$ cat src/rtl/n64_response_sequencer.sv
// n64_response_sequencer
// Streams a latched multi-byte controller response through the byte transmitter,
// one byte at a time, then requests the console stop bit. Owns both transmitter triggers.
// Optional feature: define N64_RESP_CRC_EN to append a CRC-8 byte (poly 0x85, init 0x00,
// MSB-first) after the payload bytes and before the stop bit.
module n64_response_sequencer #(
  parameter int unsigned MAX_BYTES   = 4,
  parameter int unsigned ACK_TIMEOUT = 15,
  localparam int unsigned LEN_W      = $clog2(MAX_BYTES + 1)
) (
  input  logic                   sys_clk,
  input  logic                   reset,
  input  logic                   start,
  input  logic [LEN_W-1:0]       length,
  input  logic [8*MAX_BYTES-1:0] payload,
  output logic                   busy,
  output logic                   done,
  output logic                   error,
  output logic                   tx_trigger,
  output logic [7:0]             tx_byte,
  input  logic                   tx_busy,
  output logic                   stop_trigger,
  input  logic                   stop_busy
);

  localparam int unsigned TIMER_W = $clog2(ACK_TIMEOUT + 1);

  typedef enum logic [3:0] {
    StIdle,
    StLoad,
    StTrig,
    StAck,
    StWait,
    StStopTrig,
    StStopAck,
    StStopWait,
    StDone
  } state_e;

  state_e                 state_q, state_d;
  logic [LEN_W-1:0]       idx_q, idx_d;
  logic [LEN_W-1:0]       count_q, count_d;
  logic [8*MAX_BYTES-1:0] payload_q, payload_d;
  logic [7:0]             tx_byte_q, tx_byte_d;
  logic [TIMER_W-1:0]     timer_q, timer_d;
  logic                   error_q, error_d;
  logic [LEN_W-1:0]       len_clamped;
  logic [7:0]             cur_byte;

`ifdef N64_RESP_CRC_EN
  logic [7:0] crc_q, crc_d;
  logic       crc_sent_q, crc_sent_d;

  // One CRC-8 byte update, MSB first, no reflection.
  function automatic logic [7:0] crc8_step(input logic [7:0] crc_in, input logic [7:0] data);
    logic [7:0] c;
    c = crc_in ^ data;
    for (int b = 0; b < 8; b++) begin
      c = c[7] ? ((c << 1) ^ 8'h85) : (c << 1);
    end
    return c;
  endfunction
`endif

  // Clamp by compare so oversized lengths saturate instead of wrapping.
  assign len_clamped = (length > LEN_W'(MAX_BYTES)) ? LEN_W'(MAX_BYTES) : length;

  // Select byte[idx]; byte 0 sits in the most significant lane.
  always_comb begin
    cur_byte = 8'h00;
    for (int i = 0; i < int'(MAX_BYTES); i++) begin
      if (idx_q == LEN_W'(i)) begin
        cur_byte = payload_q[8*(int'(MAX_BYTES)-1-i) +: 8];
      end
    end
  end

  // Next-state and datapath update.
  always_comb begin
    state_d   = state_q;
    idx_d     = idx_q;
    count_d   = count_q;
    payload_d = payload_q;
    tx_byte_d = tx_byte_q;
    timer_d   = timer_q;
    error_d   = 1'b0;
`ifdef N64_RESP_CRC_EN
    crc_d      = crc_q;
    crc_sent_d = crc_sent_q;
`endif
    unique case (state_q)
      StIdle: begin
        if (start) begin
          payload_d = payload;
          count_d   = len_clamped;
          idx_d     = '0;
`ifdef N64_RESP_CRC_EN
          crc_d      = 8'h00;
          crc_sent_d = 1'b0;
`endif
          state_d   = StLoad;
        end
      end
      StLoad: begin
        if (idx_q < count_q) begin
          tx_byte_d = cur_byte;
`ifdef N64_RESP_CRC_EN
          crc_d     = crc8_step(crc_q, cur_byte);
`endif
          state_d   = StTrig;
        end
`ifdef N64_RESP_CRC_EN
        else if (!crc_sent_q) begin
          tx_byte_d  = crc_q;
          crc_sent_d = 1'b1;
          state_d    = StTrig;
        end
`endif
        else begin
          state_d = StStopTrig;
        end
      end
      StTrig: begin
        timer_d = '0;
        state_d = StAck;
      end
      StAck: begin
        if (tx_busy) begin
          state_d = StWait;
        end else if (timer_q == TIMER_W'(ACK_TIMEOUT - 1)) begin
          error_d = 1'b1;
          state_d = StIdle;
        end else begin
          timer_d = timer_q + 1'b1;
        end
      end
      StWait: begin
        if (!tx_busy) begin
          // Saturate at count so the CRC pass cannot wrap idx back into range.
          if (idx_q < count_q) begin
            idx_d = idx_q + 1'b1;
          end
          state_d = StLoad;
        end
      end
      StStopTrig: begin
        timer_d = '0;
        state_d = StStopAck;
      end
      StStopAck: begin
        if (stop_busy) begin
          state_d = StStopWait;
        end else if (timer_q == TIMER_W'(ACK_TIMEOUT - 1)) begin
          error_d = 1'b1;
          state_d = StIdle;
        end else begin
          timer_d = timer_q + 1'b1;
        end
      end
      StStopWait: begin
        if (!stop_busy) begin
          state_d = StDone;
        end
      end
      StDone: begin
        state_d = StIdle;
      end
      default: begin
        state_d = StIdle;
      end
    endcase
  end

  // State and datapath registers.
  always_ff @(posedge sys_clk or posedge reset) begin
    if (reset) begin
      state_q   <= StIdle;
      idx_q     <= '0;
      count_q   <= '0;
      payload_q <= '0;
      tx_byte_q <= 8'h00;
      timer_q   <= '0;
      error_q   <= 1'b0;
    end else begin
      state_q   <= state_d;
      idx_q     <= idx_d;
      count_q   <= count_d;
      payload_q <= payload_d;
      tx_byte_q <= tx_byte_d;
      timer_q   <= timer_d;
      error_q   <= error_d;
    end
  end

`ifdef N64_RESP_CRC_EN
  // CRC accumulator registers.
  always_ff @(posedge sys_clk or posedge reset) begin
    if (reset) begin
      crc_q      <= 8'h00;
      crc_sent_q <= 1'b0;
    end else begin
      crc_q      <= crc_d;
      crc_sent_q <= crc_sent_d;
    end
  end
`endif

  // Outputs decode straight from state so reset clears them without waiting for a clock.
  always_comb begin
    tx_trigger   = (state_q == StTrig);
    stop_trigger = (state_q == StStopTrig);
    done         = (state_q == StDone);
    busy         = (state_q != StIdle) && (state_q != StDone);
    error        = error_q;
    tx_byte      = tx_byte_q;
  end

endmodule
$ cat config.mk
export PLATFORM = sky130hd
export DESIGN_NAME = n64_response_sequencer
export DESIGN_NICKNAME = d
export VERILOG_FILES = /design/src/rtl/n64_response_sequencer.sv
export SDC_FILE = /design/constraint.sdc
export NUM_CORES = 1
export LEC_CHECK = 0
export ABC_AREA = 0
export BUFFER_PORTS_ARGS = -buffer_cell sky130_fd_sc_hd__buf_2
export CAP_MARGIN = 5
export CORE_MARGIN = 2
export CORE_UTILIZATION = 59
export DETAILED_ROUTE_END_ITERATION = 7
export PLACE_DENSITY_LB_ADDON = 0.05
export SLEW_MARGIN = 5
export SYNTH_ARGS = -nofsm -noshare
export SYNTH_HDL_FRONTEND = slang
export SYNTH_SLANG_ARGS = --single-unit
$ cat constraint.sdc
create_clock -name sys_clk -period 3.66 [get_ports sys_clk]
set_clock_uncertainty 0.15 [all_clocks]
set_input_delay 0.732 -clock sys_clk [delete_from_list [all_inputs] [get_ports sys_clk]]
set_output_delay 0.732 -clock sys_clk [all_outputs]
set_load 0.02 [all_outputs]
== Yosys cells after proc, flatten, opt, wreduce, memory -nomap -nowiden ==
Cells that the tools add are included.
Storage, ports and cells
  register bits after elaboration: 55
  output and inout bits: 13
Cells by class
  add/sub/neg operators: 2
  $lt $le $gt $ge: 2
  eq/ne operators: 19
  mux-type cells: 25
  reductions and logical operators: 12
Operators with widths (number)
  4-bit two-way mux: 9
  8-bit two-way mux: 4
  4-bit one-hot mux with 8 select lines: 1
  4-bit by 3-bit == test with 1-bit output (second input constant): 4
  3-bit two-way mux: 5
  2-bit inequality test (second input constant): 6
  4-bit one-hot mux with 3 select lines: 1
  4-bit by 2-bit == test with 1-bit output (second input constant): 2
  4-bit == test (second input constant): 2
  3-bit by 2-bit == test with 1-bit output (second input constant): 2
  3-bit one-hot mux with 2 select lines: 1
  3-bit AND reduction: 2
  4-bit by 1-bit adder with 4-bit output (second input constant): 1
  4-bit by 1-bit == test with 1-bit output (second input constant): 1
  4-bit logical NOT: 1
  4-bit inequality test (second input constant): 1
  2-bit AND reduction: 2
  4-bit AND reduction: 1
  4-bit nonzero test: 1
  3-bit by 1-bit adder with 3-bit output (second input constant): 1
  3-bit by 1-bit == test with 1-bit output (second input constant): 1
  3-bit > comparator (second input constant): 1
  3-bit logical NOT: 1
  3-bit < comparator: 1
  6 further kinds: 8

== Longest topological paths before layout ==
  word-level depth: 5
  mapped depth: 7

== Worst setup path after synthesis ==
Ideal clock, no wire load.
  path kind: reg-to-output
  start: register state_q[2]
  end: output port done
  data arrival time: 1492 ps
  required time: 2778 ps
  slack: 1286 ps
  cell stages (with the launch flop): 5
  path through: dfrtp_1 > clkbuf_1 > clkbuf_1 > or3_1 > nor2_1
Between the ends
  word-level cells in the longest chain between the ends: 1
Ends and longest elaborated chain
  from (decl): RTL line 40  | state_e state_q, state_d;
  from (signal assigned): RTL line 177  | state_q <= StIdle;
  from (signal assigned): RTL line 185  | state_q <= state_d;
  4-bit == test: RTL line 212  | done = (state_q == StDone);
  to (decl): RTL line 17  | output logic done,
No other way between the ends.

== Final worst setup path ==
Same ends and word-level chain as after synthesis.

==> results.cfg <==
[timing]
setup_slack_ns = 1.226
finalMaxSlewViolations = 0
slew_headroom_pct = 44.66
tightest_slew_ns = 0.8289
tns_ns = 0
rsz0062_at_grt = false
report.final.hold_viol_count = 0
post-route-period-util_pct = 66.51
finalSetupViolCount = 0
max_freq_mhz = 410.8
min_period_ns = 2.434
whs_ns = 0.3273

[clock_network]
ctsHoldBuffers = 0
clkSlewWorstSetupHoldPaths_ns = 0.09
cts_tree = built
clock_path_buffers = 2
post_cts_resized = 0
clkSinkCount = 55
cts_root_buf = clkbuf_8
cts_buffers = 5
clk_latency_ns = 0.31
cts_setup_buffers = 0
cts-htree-levels = 2

[grt]
antenna_found_initial = 0
grt_overflow = 0
grt_pass1_wl_um = 8990
track_usage_pct = 22.46
grt_max_degree = 41
grt_pass1_vias = 1867

[layout]
n_antenna_cell = 0
regArea_sq_um = 1376
nNetsFinal = 356
final_cell_area_sq_um = 3141
drive_gt1_share_pct = 27.60
fin_cells = 360
area_growth_syn_to_layout_pct = 13.68
fin_util_pct = 70.66
multi_input_area_sq_um = 1282
nFillCells = 358

[place]
dp_hpwl_um = 3857
place_ws_ns = 1.340
port_buffers = 52
gp_congestion = 0.8841
placed_area_sq_um = 3052
placed_cells = 352

[drt]
vias_per_cell = 5.622
ant_nets = 0
detail_route.iter0.violations = 115
wl_per_cell_um = 15.05
wirelength_um = 5418
vias = 2024
first_pass_iters = 4
drc_errors = 0

[synthesis]
ys.flop_type = dfrtp_1
avgSynthCellArea_sq_um = 10.67
yosys.cell_types.count = 41
syn_nets = 308
synth_top_area_share_pct = 49.82
yosysWarnings = 0
synthTopCellsByCount = dfrtp_1, nand2_1, mux2_2, o21ai_0, mux2_1
synth_top_cell_by_area = dfrtp_1
ys_ff_latch = 55
async_reset_ff_share_pct = 100.0
synth-seq-area-share_pct = 49.82
synthesis.instances = 259
synthTopCellsByArea = dfrtp_1, mux2_2, mux2_1
syn_area_sq_um = 2763
synth-edff-count = 0
post-synth-top-count-cell = dfrtp_1

[floorplan]
initial_core_util_pct = 62.16
die_h_um = 72.43
die_area_sq_um = 5246
num_rows = 24
fp.coreArea_sq_um = 4444
ioPinCount = 53
die_w_um = 72.43

[job]
max_cap_violations = 0

[min_path]
hold_path_class = reg2reg
hold_end = timer_q[3]
hold_path_depth = 1
hp-start = timer_q[3]

[power]
powerDensity_nw_per_um2 = 786.7
peakVddDrop_mv = 0.4328
total_power_mw = 2.471
leakage_nw = 1.455

[worst_setup_path]
crit_type = reg2out
timing.rr.start = idx_q[0]
start_kind = flop
critPathArrivalTime_ns = 1.55
r2r_cells = 5
crit_path_max_incr_delay_ns = 0.59
r2r_setup_slack_ns = 1.55
path_buf_inv = 1
reg2reg_to = tx_byte[7]
worstPathRequired_ns = 2.78
cp_num_cells = 3
crit_family = flip-flops
crit_chain = or3_1 > nor2_1 > buf_2
crit_slowest_cell = dfrtp_1
crit_path_end_kind = primary output
crit_fanout = 20

[outcome]
status = finished clean
==> worst register-to-register path, delay by kind of cell, from the launching register on <==
family	cells	cell delay (ns)
AO/OA/AOI/OAI	2	0.41
adder cells (fa/ha/maj)	2	0.53
flip-flops	1	0.46
AND/OR/NAND/NOR	1	0.50
==> per-layer routing <==
metal | share of wire (%) | vias to the layer above | track usage (%)
li1 | - | 1017 | -
met2 | 45 | 49 | 31.80
met5 | 0 | - | 0
met3 | 4.9 | 2 | 5.972
met1 | 50 | 956 | 34.59
met4 | 0.59 | 0 | 5.556
==> worst max-delay path by stage <==
| stage | end | start |
|---|---|---|
| after floorplan | done | state_q[2] |
| after global placement | timer_q[0] | tx_busy |
| after detailed placement | timer_q[1] | tx_busy |
| after CTS | done | state_q[2] |
| after global routing | done | state_q[2] |
| final | done | state_q[2] |
==> sequential cells by signal, summed over array words and instances (netlist names) <==
name	flops
payload_q	32
idx_q	3
state_q	4
timer_q	4
error	1
count_q	3
tx_byte	8
==> where the power goes <==
part,leakage [nW],switching [mW],internal [mW]
Combinational,0.731,0.573,0.480
Sequential,0.682,0.206,0.873
Clock,0.0418,0.200,0.138
Total,1.45,0.980,1.49
==> placed cells by master, fill, tap and decap left out, types with 2 or more instances in the layout <==
master    netlist  final
o221ai_1        2      2
o31ai_1         2      2
nand2b_1       14     14
clkbuf_8        0      5
nor3_1          3      3
nor2_1          9      9
mux2i_1         6      6
nand2_1        29     29
or3_1           2      2
nand3_1         3      2
mux2_2         18     18
o21ai_0        16     16
a32oi_1         9      9
dfrtp_1        55     55
o21ai_1         6      6
mux2_1         15     15
ha_1            9      9
o211ai_1        2      2
and3_1          3      3
nor2b_1         3      3
buf_2           3     52
a21oi_1        13     13
buf_4           1      4
inv_1          10      9
==> logic make-up after synthesis <==
| family | after synthesis | synth area share, % |
|---|---|---|
| adders and majority gates | 9 | 4.076 |
| and+or+nand+nor | 76 | 14.18 |
| AOI/OAI and AO/OA | 55 | 12.36 |
| muxes | 39 | 15.62 |
| buffers and inverters | 25 | 3.940 |
| DFF | 55 | 49.82 |
==> cell type report <==
class                   instances  share of cell area, %
clock buffers                   6                  2.311
clock inverters                 2                 0.5179
inverters                      10                  1.195
multi-input cells             179                  40.84
flip-flops and latches         55                  43.82
well taps                      52                  2.072
repair buffers                 56                  9.243
Note: power is estimated with default switching activity, not from simulation.
